## config.mk

```make
export PLATFORM = sky130hd
export DESIGN_NAME = adc_word_align
export DESIGN_NICKNAME = d
export VERILOG_FILES = /design/src/rtl/adc_pkg.sv /design/src/rtl/adc_word_rotate.sv /design/src/rtl/adc_word_align.sv
export SDC_FILE = /design/constraint.sdc
export NUM_CORES = 1
export LEC_CHECK = 0
export BUFFER_PORTS_ARGS = -buffer_cell sky130_fd_sc_hd__buf_4
export CAP_MARGIN = 30
export CORE_ASPECT_RATIO = 1.4
export CORE_MARGIN = 2
export CORE_UTILIZATION = 60
export CTS_BUF_LIST = sky130_fd_sc_hd__clkbuf_8
export DETAILED_ROUTE_END_ITERATION = 16
export HOLD_SLACK_MARGIN = 0.15
export PLACE_DENSITY = 0.79
export SETUP_SLACK_MARGIN = 0.5
export SLEW_MARGIN = 10
export SYNTH_ARGS = -nofsm -noshare
export SYNTH_HDL_FRONTEND = slang
export SYNTH_SLANG_ARGS = --single-unit
```

## constraint.sdc

```tcl
create_clock -name adc_clk_x2 -period 5.5 [get_ports adc_clk_x2]
set_input_delay 1.375 -clock adc_clk_x2 [delete_from_list [all_inputs] [get_ports adc_clk_x2]]
set_output_delay 1.375 -clock adc_clk_x2 [all_outputs]
set_load 0.01 [all_outputs]
```

## src/rtl/adc_pkg.sv

```systemverilog
`default_nettype none
// +-------------------------------------------------------------------------+
// | adc_pkg : shared types and constants for the ADC word aligner           |
// | rev 1.0                                                                 |
// +-------------------------------------------------------------------------+
package adc_pkg;

    localparam int          ADC_WORD_W        = 12;
    localparam logic [11:0] TRAIN_PATTERN_DEF = 12'hF80;

    typedef enum logic [2:0] {
        ST_IDLE        = 3'd0,
        ST_SETTLE_WAIT = 3'd1,
        ST_SEARCH      = 3'd2,
        ST_CHECK       = 3'd3,
        ST_LOCKED      = 3'd4
    } align_state_t;

    // Offset 11 wraps back to 0; the caller flags the wrap as a failed sweep.
    function automatic logic [3:0] next_slip(input logic [3:0] s);
        return (s == 4'd11) ? 4'd0 : s + 4'd1;
    endfunction

endpackage
`default_nettype wire

```

## src/rtl/adc_word_rotate.sv

```systemverilog
`default_nettype none
// +-------------------------------------------------------------------------+
// | adc_word_rotate : selects a 12-bit window from two consecutive words    |
// | rev 1.0                                                                 |
// +-------------------------------------------------------------------------+
module adc_word_rotate
    import adc_pkg::*;
(
    input  logic [2*ADC_WORD_W-1:0] win_in,
    input  logic [3:0]              sel,
    output logic [ADC_WORD_W-1:0]   word_out
);

    logic [2*ADC_WORD_W-1:0] shifted;

    always_comb begin
        shifted  = win_in >> sel;
        word_out = shifted[ADC_WORD_W-1:0];
    end

endmodule
`default_nettype wire

```

## src/rtl/adc_word_align.sv

```systemverilog
`default_nettype none
// +-------------------------------------------------------------------------+
// | adc_word_align : training-pattern bit-slip search and word alignment    |
// | rev 1.0                                                                 |
// +-------------------------------------------------------------------------+
module adc_word_align
    import adc_pkg::*;
#(
    parameter logic [ADC_WORD_W-1:0] TRAIN_PATTERN = TRAIN_PATTERN_DEF,
    parameter int                    LOCK_COUNT    = 16,
    parameter int                    SETTLE        = 4
) (
    input  logic                  adc_clk_x2,
    input  logic                  rst,
    input  logic [ADC_WORD_W-1:0] data_in,
    input  logic                  train_en,
    input  logic                  realign,
    output logic [ADC_WORD_W-1:0] data_out,
    output logic                  data_valid,
    output logic                  locked,
    output logic [3:0]            slip,
    output logic                  align_fail,
    output logic                  lock_lost
);

    localparam logic [3:0] SETTLE_CNT = 4'(SETTLE);
    localparam logic [7:0] LOCK_LAST  = 8'(LOCK_COUNT - 1);

    align_state_t            state_q, state_d;
    logic [ADC_WORD_W-1:0]   cur_w_q, cur_w_d;
    logic [ADC_WORD_W-1:0]   prev_w_q, prev_w_d;
    logic [ADC_WORD_W-1:0]   data_out_q, data_out_d;
    logic [3:0]              slip_q, slip_d;
    logic [3:0]              settle_cnt_q, settle_cnt_d;
    logic [7:0]              match_cnt_q, match_cnt_d;
    logic                    locked_q, locked_d;
    logic                    align_fail_q, align_fail_d;
    logic                    lock_lost_q, lock_lost_d;
    logic [ADC_WORD_W-1:0]   window_word;
    logic                    match;

    adc_word_rotate u_rotate (
        .win_in   ({prev_w_q, cur_w_q}),
        .sel      (slip_q),
        .word_out (window_word)
    );

    assign match = (window_word == TRAIN_PATTERN);

    always_comb begin
        state_d      = state_q;
        cur_w_d      = data_in;
        prev_w_d     = cur_w_q;
        data_out_d   = window_word;
        slip_d       = slip_q;
        settle_cnt_d = settle_cnt_q;
        match_cnt_d  = match_cnt_q;
        locked_d     = locked_q;
        align_fail_d = align_fail_q;
        lock_lost_d  = lock_lost_q;

        if (realign) begin
            locked_d     = 1'b0;
            align_fail_d = 1'b0;
            lock_lost_d  = 1'b0;
            slip_d       = 4'd0;
            settle_cnt_d = 4'd0;
            match_cnt_d  = 8'd0;
            state_d      = train_en ? ST_SETTLE_WAIT : ST_IDLE;
        end else begin
            case (state_q)
                ST_IDLE: begin
                    if (train_en) begin
                        slip_d       = 4'd0;
                        settle_cnt_d = 4'd0;
                        state_d      = ST_SETTLE_WAIT;
                    end
                end
                ST_SETTLE_WAIT: begin
                    if (!train_en) begin
                        state_d = ST_IDLE;
                    end else if (settle_cnt_q >= SETTLE_CNT) begin
                        state_d = ST_SEARCH;
                    end else if (settle_cnt_q != 4'hF) begin
                        settle_cnt_d = settle_cnt_q + 4'd1;
                    end
                end
                ST_SEARCH, ST_CHECK: begin
                    if (!train_en) begin
                        state_d = ST_IDLE;
                    end else if (match) begin
                        if (state_q == ST_SEARCH) begin
                            match_cnt_d = 8'd1;
                            state_d     = ST_CHECK;
                        end else begin
                            if (match_cnt_q != 8'hFF)
                                match_cnt_d = match_cnt_q + 8'd1;
                            if (match_cnt_q >= LOCK_LAST) begin
                                locked_d = 1'b1;
                                state_d  = ST_LOCKED;
                            end
                        end
                    end else begin
                        // Any miss moves to the next offset and lets the link settle.
                        slip_d       = next_slip(slip_q);
                        if (slip_q == 4'd11)
                            align_fail_d = 1'b1;
                        settle_cnt_d = 4'd0;
                        match_cnt_d  = 8'd0;
                        state_d      = ST_SETTLE_WAIT;
                    end
                end
                ST_LOCKED: begin
                    // Without training data there is nothing to compare against.
                    if (train_en && !match) begin
                        lock_lost_d  = 1'b1;
                        locked_d     = 1'b0;
                        settle_cnt_d = 4'd0;
                        match_cnt_d  = 8'd0;
                        state_d      = ST_SETTLE_WAIT;
                    end
                end
                default: begin
                    locked_d = 1'b0;
                    state_d  = ST_IDLE;
                end
            endcase
        end
    end

    always_ff @(posedge adc_clk_x2 or posedge rst) begin
        if (rst) begin
            state_q      <= ST_IDLE;
            cur_w_q      <= '0;
            prev_w_q     <= '0;
            data_out_q   <= '0;
            slip_q       <= 4'd0;
            settle_cnt_q <= 4'd0;
            match_cnt_q  <= 8'd0;
            locked_q     <= 1'b0;
            align_fail_q <= 1'b0;
            lock_lost_q  <= 1'b0;
        end else begin
            state_q      <= state_d;
            cur_w_q      <= cur_w_d;
            prev_w_q     <= prev_w_d;
            data_out_q   <= data_out_d;
            slip_q       <= slip_d;
            settle_cnt_q <= settle_cnt_d;
            match_cnt_q  <= match_cnt_d;
            locked_q     <= locked_d;
            align_fail_q <= align_fail_d;
            lock_lost_q  <= lock_lost_d;
        end
    end

    assign data_out   = data_out_q;
    assign data_valid = locked_q;
    assign locked     = locked_q;
    assign slip       = slip_q;
    assign align_fail = align_fail_q;
    assign lock_lost  = lock_lost_q;

endmodule
`default_nettype wire

```

=== After elaboration in Yosys (flattened, before gate mapping) ===
Index checks and enable logic that the tools add are counted.

* $add $sub $neg: 3
* Eq/ne operators: 23
* Shifts and indexed selects: 1
* Multiplexer cells: 47
* Magnitude comparators: 2
* Reduce and logical (&&, ||, !) cells: 20

{| class="wikitable"
|+ Operators by type and width
! cell !! count
|-
| $mux W4 || 12
|-
| $mux W8 || 6
|-
| $ne A3 B3 Y1 const B || 10
|-
| $mux W3 || 9
|-
| $shr A24 B4 Y12 || 1
|-
| $pmux W4 S4 || 1
|-
| $pmux W8 S2 || 1
|-
| $reduce_and A4 Y1 || 4
|-
| $mux W1 || 15
|-
| $eq A12 B12 Y1 const B || 1
|-
| $pmux W3 S4 || 1
|-
| $reduce_bool A2 Y1 || 5
|-
| $add A4 B1 Y4 const B || 2
|-
| $add A8 B1 Y8 const B || 1
|-
| $ge A8 B4 Y1 const B || 1
|-
| $ne A4 B4 Y1 const B || 2
|-
| $ne A8 B8 Y1 const B || 1
|-
| $pmux W4 S2 || 1
|-
| $reduce_and A8 Y1 || 1
|-
| $eq A3 B2 Y1 const B || 2
|-
| $ne A6 B6 Y1 const B || 1
|-
| $reduce_and A6 Y1 || 1
|-
| $reduce_bool A3 Y1 || 2
|-
| $ne A5 B5 Y1 const B || 1
|-
| 13 further kinds || 14
|}

* Input bits: 16
* Flip-flop bits (word level): 58

=== Logic depth before layout (Yosys ltp) ===
Gate-level depths: netlist of the first run.

* Depth in word-level cells: 7
* Depth in mapped cells: 11

=== Modules after synthesis ===
A second synthesis of the first run with hierarchy kept.

* Cells, all modules: 284
* Area, all modules: 3324.4 um^2

{| class="wikitable"
|+ Modules (own cells, without submodules)
! module !! area an instance (um^2) !! sequential area each (um^2) !! cells each !! times used
|-
| adc_word_align || 2336.0 || 1451.4 || 199 || 1
|-
| adc_word_rotate || 988.4 || 0.0 || 85 || 1
|}

=== Least setup slack after synthesis of the first run ===
Ideal clock, no wire load.

* Kind: reg2reg
* Start: reg slip_q[0], in the netlist slip[0]
* End: reg state_q[0]
* Library setup time: 0.129 ns
* Stages on the path, launching flop included: 10
* Clock period less this slack: 2.966 ns
* Arrival: 2.837 ns
* Slack: 2.534 ns
* Required time: 5.371 ns
* Cells stage by stage: dfrtp_1 > buf_6 > buf_12 > buf_2 > mux4_2 > a222oi_1 > nand3_2 > nor3_4 > mux2i_1 > o41a_1

* Longest elaborated chain between the ends: 6
* Elaborated cells on any way between the ends: 11

{| class="wikitable"
|+ RTL lines
! what !! RTL line !! source
|-
| from (decl) || adc_word_align.sv:33 || <nowiki>logic [3:0] slip_q, slip_d;</nowiki>
|-
| from (signal assigned) || adc_word_align.sv:148 || <nowiki>slip_q <= slip_d;</nowiki>
|-
| $shr A24 B4 Y12 (*) || adc_word_rotate.sv:17 || <nowiki>shifted = win_in >> sel;</nowiki>
|-
| $eq A12 B12 Y1 (*) || adc_word_align.sv:48 || <nowiki>assign match = (window_word == TRAIN_PATTERN);</nowiki>
|-
| $mux W3 or $logic_not A1 Y1 (tied branches) || adc_word_align.sv:91, adc_word_align.sv:115 ||
|-
| $mux W3 or $logic_and A1 B1 Y1 (tied branches) || adc_word_align.sv:89, adc_word_align.sv:115 ||
|-
| $pmux W3 S4 or $ne A3 B3 Y1 (tied branches) || -- ||
|-
| $mux W3 or $reduce_and A4 Y1 (tied branches) || -- ||
|-
| to (signal assigned) || adc_word_align.sv:144 || <nowiki>state_q <= state_d;</nowiki>
|-
| to (decl) || adc_word_align.sv:29 || <nowiki>align_state_t state_q, state_d;</nowiki>
|}

Mark *: on every way between the ends. The rest lies on a longest branch, timed or not.
A chain may end at the register's enable or synchronous reset.

=== Final worst setup path of the first run ===
* Start: reg slip_q[0], in the netlist slip[0]
* End: reg match_cnt_q[2]

* Longest elaborated chain between the ends: 6
* Elaborated cells on any way between the ends: 11

{| class="wikitable"
|+ RTL lines
! what !! RTL line !! source
|-
| $shr A24 B4 Y12 (*) || adc_word_rotate.sv:17 ||
|-
| named net data_out_d[1] || adc_word_align.sv:32 || <nowiki>logic [ADC_WORD_W-1:0] data_out_q, data_out_d;</nowiki>
|-
| $eq A12 B12 Y1 (*) || adc_word_align.sv:48 ||
|-
| $mux W8 or $logic_not A1 Y1 (tied branches) || adc_word_align.sv:91, adc_word_align.sv:115 ||
|-
| $mux W8 or $logic_and A1 B1 Y1 (tied branches) || adc_word_align.sv:89, adc_word_align.sv:115 ||
|-
| $pmux W8 S2 or $ne A3 B3 Y1 (tied branches) || -- ||
|-
| $mux W8 or $reduce_and A4 Y1 (tied branches) || -- ||
|-
| to (signal assigned) || adc_word_align.sv:150 || <nowiki>match_cnt_q <= match_cnt_d;</nowiki>
|-
| to (decl) || adc_word_align.sv:35 || <nowiki>logic [7:0] match_cnt_q, match_cnt_d;</nowiki>
|}

Mark *: on every way through the listed nets, which the timed path passes. The rest lies on a longest branch. The select of a mux whose other input is x is not followed.

==> impl_metrics.json, run 1 <==
{
  "fp-row-count": 31,
  "setup_ws_ps": 1346,
  "place.gp.congestion": 0.9451,
  "worstPathCellList": "buf_4, mux4_2, mux4_2, nor3_1, nand4_1, nor3_4, nand4_1, o221ai_1",
  "final_hold_viol_count": 0,
  "required_ps": 5750,
  "cts_buffers": 9,
  "min_to": "prev_w_q[0]",
  "rr_worst_depth": 8,
  "critPathCaptureType": "flop",
  "critical_path_class": "reg2reg",
  "cp_max_fo": 18,
  "synth.avg_cell_area_um2": 11.82,
  "root_buffer": "clkbuf_8",
  "p_seq_frac": 0.474,
  "p_sw_frac": 0.2285,
  "area.growth.synth_to_final_pct": 15.96,
  "cts_sinks": 58,
  "fill_cells": 395,
  "grt_max_degree": 59,
  "worstReg2RegEnd": "match_cnt_q[2]",
  "die-height_um": 89.96,
  "cap_viol_max_count": 0,
  "io_pins": 36,
  "synth_nets": 287,
  "final_cell_mix": "dfrtp_1 (58), buf_4 (37), nand2_1 (30)",
  "die-area_um2": 5883,
  "clock_skew_ps": 9.542,
  "synth_edf_count": 0,
  "fmax_mhz": 240.8,
  "postRouteAntennaNets": 0,
  "dpl.hpwl_mm": 5.096,
  "ys_seq_elements": 58,
  "dp_slack_ps": 1356,
  "synth_top_area_share": 0.4583,
  "cpMaxStageDelayCell": "dfrtp_1",
  "synth_area_leaders": "dfrtp_1 (46%), mux4_2 (17%), nand2_1 (3.6%)",
  "cts_tree": "yes",
  "insertion_delay_ps": 350,
  "synth.largest_area_cell": "dfrtp_1",
  "clk_pin_slew_ps": 70,
  "min_path_cells": 0,
  "slew_headroom": 0.4969,
  "power.density_nw_per_um2": 262.6,
  "drc": 0,
  "period_minus_slack_ps": 4154,
  "async_flop_share": 1.000,
  "wl_per_cell_um": 19.56,
  "first_pass_iters": 5,
  "regToRegStartpoint": "slip[0]",
  "ys_seq_area_frac": 0.4583,
  "grtUsageTotal": 0.2773,
  "diodes": 0,
  "finalNetCount": 322,
  "intPower_uw": 743.9,
  "layout_commonest_cell": "dfrtp_1",
  "p_clk_frac": 0.446,
  "drive_gt1_frac": 0.2825,
  "hold_class": "reg2reg",
  "drt-total-wl_mm": 7.314,
  "ir_worst_vdd_v": 0.0001558,
  "htreeDepth": 3,
  "r2r_slack_ps": 1350,
  "cts_setup_buffers": 0,
  "setup_tns_ps": 0,
  "drt_iter0_drc": 200,
  "avgViaCountPerCell": 6.519,
  "synth_warnings": 0,
  "leakage_uw": 0.001540,
  "port_buffers": 35,
  "hold_path_startpoint": "cur_w_q[0]",
  "grt_pass1_wl_mm": 12.11,
  "p_switching_uw": 220.4,
  "start_util": 0.6185,
  "clock_path_buffers": 2,
  "status": "finished clean",
  "coreArea_um2": 5120,
  "worst_slew_pin_slew_ps": 754.6,
  "ys.flop_type": "dfrtp_1",
  "start_kind": "flop",
  "vias": 2438,
  "max_stage_delay_ps": 800,
  "overflow": 0,
  "antenna_found_initial": 0,
  "die_w_um": 65.40,
  "p_comb_frac": 0.080,
  "slew_viol_final": 0,
  "finalCritPeriodShare": 0.7552,
  "synth_area_um2": 3167,
  "arrival_ps": 4410,
  "syn_inst": 268,
  "setup_violations": 0,
  "synthDistinctLibCells": 55,
  "rsz0062_at_grt": "false",
  "grt_pass1_vias": 2457,
  "holdBufCountCts": 0,
  "cts-resized-gates": 0
}
## power by group through the flow
stage / combinational [uW] / clock, uW / sequential (uW)
floorplan: 46.1 / 0 / 461
global placement: 75.9 / 0 / 463
detailed placement: 77.1 / 0 / 464
CTS: 77.6 / 437 / 457
global route: 83.7 / 459 / 458
finish: 77.1 / 430 / 457
## kinds of logic after synthesis
group,Yosys count,synth area share
buffers and inverters,29,0.04583
muxes,36,0.2094
xor gates and xnor gates,2,0.005532
AOI/OAI and AO/OA,51,0.1213
adders and majority gates,3,0.01185
DFF,58,0.4583
and+or+nand+nor,89,0.1478
## Yosys cell counts (all sizes together) (4+ instances only)
cell	count
dfrtp	58
nand2	30
mux4	24
inv	13
nor2	12
mux2i	10
nand3	10
o21ai	9
buf	8
a21oi	7
clkbuf	6
nand2b	6
nand4	6
o221ai	6
nor2b	4
or2	4
## cell type report
type	instances	area [um2]	share of cell area
repair buffers	38	292.8	0.07973
well taps	66	82.58	0.02249
clock buffers	10	137.6	0.03748
multi-input cells	181	1570	0.4276
clock inverters	6	81.33	0.02215
flip-flops and latches	58	1451	0.3952
inverters	15	56.30	0.01533
## routing by layer
layer,part of all wire,vias to the layer above,global-route usage
met5,0,-,0
met2,0.52,122,0.4566
met4,0.055,0,0.1649
met3,0.066,37,0.06633
li1,-,1089,-
met1,0.36,1190,0.3222
## state kept, by name, summed over array words and instances (netlist names)
name and count:
align_fail 1, cur_w_q 12, data_out 12, data_valid 1, lock_lost 1, match_cnt_q 8
prev_w_q 12, settle_cnt_q 4, slip 4, state_q 3
## critical path: cells and delay by family (launching register included)
family / cells / cell delay [ps]
buffers and inverters: 1 / 390
AOI/OAI and AO/OA: 1 / 270
muxes: 2 / 1100
DFF: 1 / 800
and+or+nand+nor: 4 / 1490
## stage by stage
step | total power (uW) | cells | util | cell area [um2] | hold slack (ps)
finish | 964.3 | 374 | 0.7173 | 3672 | 379.1
global route | 1001 | 374 | 0.7173 | 3672 | 404.9
CTS | 971.4 | 373 | 0.7143 | 3657 | 385.9
detailed placement | 541.1 | 357 | 0.6716 | 3438 | 370.1
global placement | 538.9 | 357 | 0.6716 | 3438 | 366.2
floorplan | 507.3 | 268 | - | 3167 | 349.4
## how the worst max path moves through the flow
stage | cells after the start | startpoint | end
detailed placement | 8 | slip[0] | match_cnt_q[2]
global route | 8 | slip[0] | match_cnt_q[7]
floorplan | 9 | slip[0] | state_q[0]
CTS | 8 | slip[0] | match_cnt_q[2]
finish | 8 | slip[0] | match_cnt_q[2]
global placement | 8 | slip[0] | match_cnt_q[3]
Power figures use the tool's default switching activity.
==> inputs of run 2 (changes only) <==
==> constraint.sdc (replaced) <==
create_clock -name adc_clk_x2 -period 4.15 [get_ports adc_clk_x2]
set_input_delay 1.0375 -clock adc_clk_x2 [delete_from_list [all_inputs] [get_ports adc_clk_x2]]
set_output_delay 1.0375 -clock adc_clk_x2 [all_outputs]
set_load 0.01 [all_outputs]
==> impl_metrics.json, run 2 (synthesis results as in run 1) <==
{
  "wl_per_cell_um": 19.03,
  "holdWs_ps": 392.0,
  "drt_iter0_drc": 176,
  "seq_area_um2": 1453,
  "finalNetCount": 326,
  "final_hold_viol_count": 0,
  "insertion_delay_ps": 350,
  "required_ps": 4380,
  "layout_commonest_cell": "dfrtp_1",
  "clock_skew_ps": 6.193,
  "fill_cells": 385,
  "grt_pass1_wl_mm": 12.16,
  "fin_util": 0.7234,
  "leakage_uw": 0.001555,
  "drt-total-wl_mm": 7.192,
  "fmax_mhz": 293.7,
  "worstReg2RegEnd": "state_q[0]",
  "htreeDepth": 3,
  "final_cell_mix": "dfrtp_1 (57), buf_4 (42), nand2_1 (30)",
  "critical_path_class": "reg2reg",
  "grtUsageTotal": 0.2770,
  "postRouteAntennaNets": 0,
  "final_area_um2": 3704,
  "avgViaCountPerCell": 6.325,
  "critPathCaptureType": "flop",
  "worst_slew_pin_slew_ps": 721.7,
  "dpl_cell_area_um2": 3453,
  "antenna_found_initial": 0,
  "finalCritPeriodShare": 0.8204,
  "drc": 0,
  "regToRegStartpoint": "slip[0]",
  "rr_worst_depth": 9,
  "multi_input_area_um2": 1570,
  "setup_tns_ps": 0,
  "dpl.hpwl_mm": 5.189,
  "arrival_ps": 3640,
  "area.growth.synth_to_final_pct": 16.95,
  "place.gp.congestion": 0.9459,
  "r2r_slack_ps": 750,
  "root_buffer": "clkbuf_8",
  "slew_headroom": 0.5189,
  "rsz0062_at_grt": "false",
  "start_kind": "flop",
  "cts_sinks": 58,
  "io_pins": 36,
  "clk_pin_slew_ps": 70,
  "grt_max_degree": 36,
  "setup_violations": 0,
  "hold_path_startpoint": "cur_w_q[0]",
  "power.density_nw_per_um2": 350.6,
  "coreArea_um2": 5120,
  "start_util": 0.6185,
  "min_to": "prev_w_q[0]",
  "period_minus_slack_ps": 3405,
  "drive_gt1_frac": 0.2981,
  "status": "finished clean",
  "diodes": 0,
  "first_pass_iters": 5,
  "cts_tree": "yes",
  "die-area_um2": 5883,
  "fp-row-count": 31,
  "slew_viol_final": 0,
  "holdBufCountCts": 0,
  "min_path_cells": 0,
  "vias": 2391,
  "port_buffers": 35,
  "grt_pass1_vias": 2450,
  "clock_path_buffers": 2,
  "cap_viol_max_count": 0,
  "cts_buffers": 9,
  "overflow": 0,
  "cp_max_fo": 30,
  "die-height_um": 89.96,
  "hold_class": "reg2reg",
  "die_w_um": 65.40,
  "ir_worst_vdd_v": 0.0002931
}
[run 2: what timing repair did]
action / CTS / global route
setup buffers: 0 / 3
endpoints found under the setup margin: 0 / 12
gates resized for setup: 0 / 1
[run 2: final cells by class]
cell class | count | area share
clock buffers | 9 | 0.03345
clock inverters | 7 | 0.02770
inverters | 15 | 0.01520
multi-input cells | 181 | 0.4240
repair buffers | 42 | 0.08514
flip-flops and latches | 58 | 0.3922
well taps | 66 | 0.02230
[run 2: worst max-delay path by stage]
stage,from,end,slack (ps)
detailed placement,slip[0],match_cnt_q[2],660
global placement,slip[0],match_cnt_q[5],740
finish,slip[0],state_q[0],750
floorplan,slip[0],state_q[0],1180
global route,slip[0],state_q[0],520
CTS,slip[1],match_cnt_q[2],630
[run 2: critical path, cell delays in order, from the launching register on]
cell and delay (ps):
dfrtp_1 320, buf_4 390, mux4_2 590, mux4_2 500
nor3_1 210, nand4_1 310, nor3_4 310, buf_4 180
mux2i_1 70, o41a_1 400
[run 2: per-layer routing]
metal | wire length, um | track usage | up-vias
li1 | - | - | 1096
met5 | 0 | 0 | -
met4 | 293 | 0.1389 | 0
met2 | 3913 | 0.4711 | 83
met3 | 328 | 0.06008 | 24
met1 | 2656 | 0.3237 | 1188
[run 2: through the flow]
step                      total power (uW)  cells  setup slack, ps
after floorplan                      672.3    268             1184
after global placement               715.0    359            735.5
after detailed placement             717.3    359            659.5
after CTS                             1309    375            626.9
after global routing                  1346    378            515.9
final                                 1298    378            745.4
[run 2: report_power, final]
part	leakage, uW	internal (uW)	switching, uW	total (uW)
logic	0.000723	50.3	52.7	103
registers	0.000722	586	18.4	604
clock network	0.000110	343	249	592
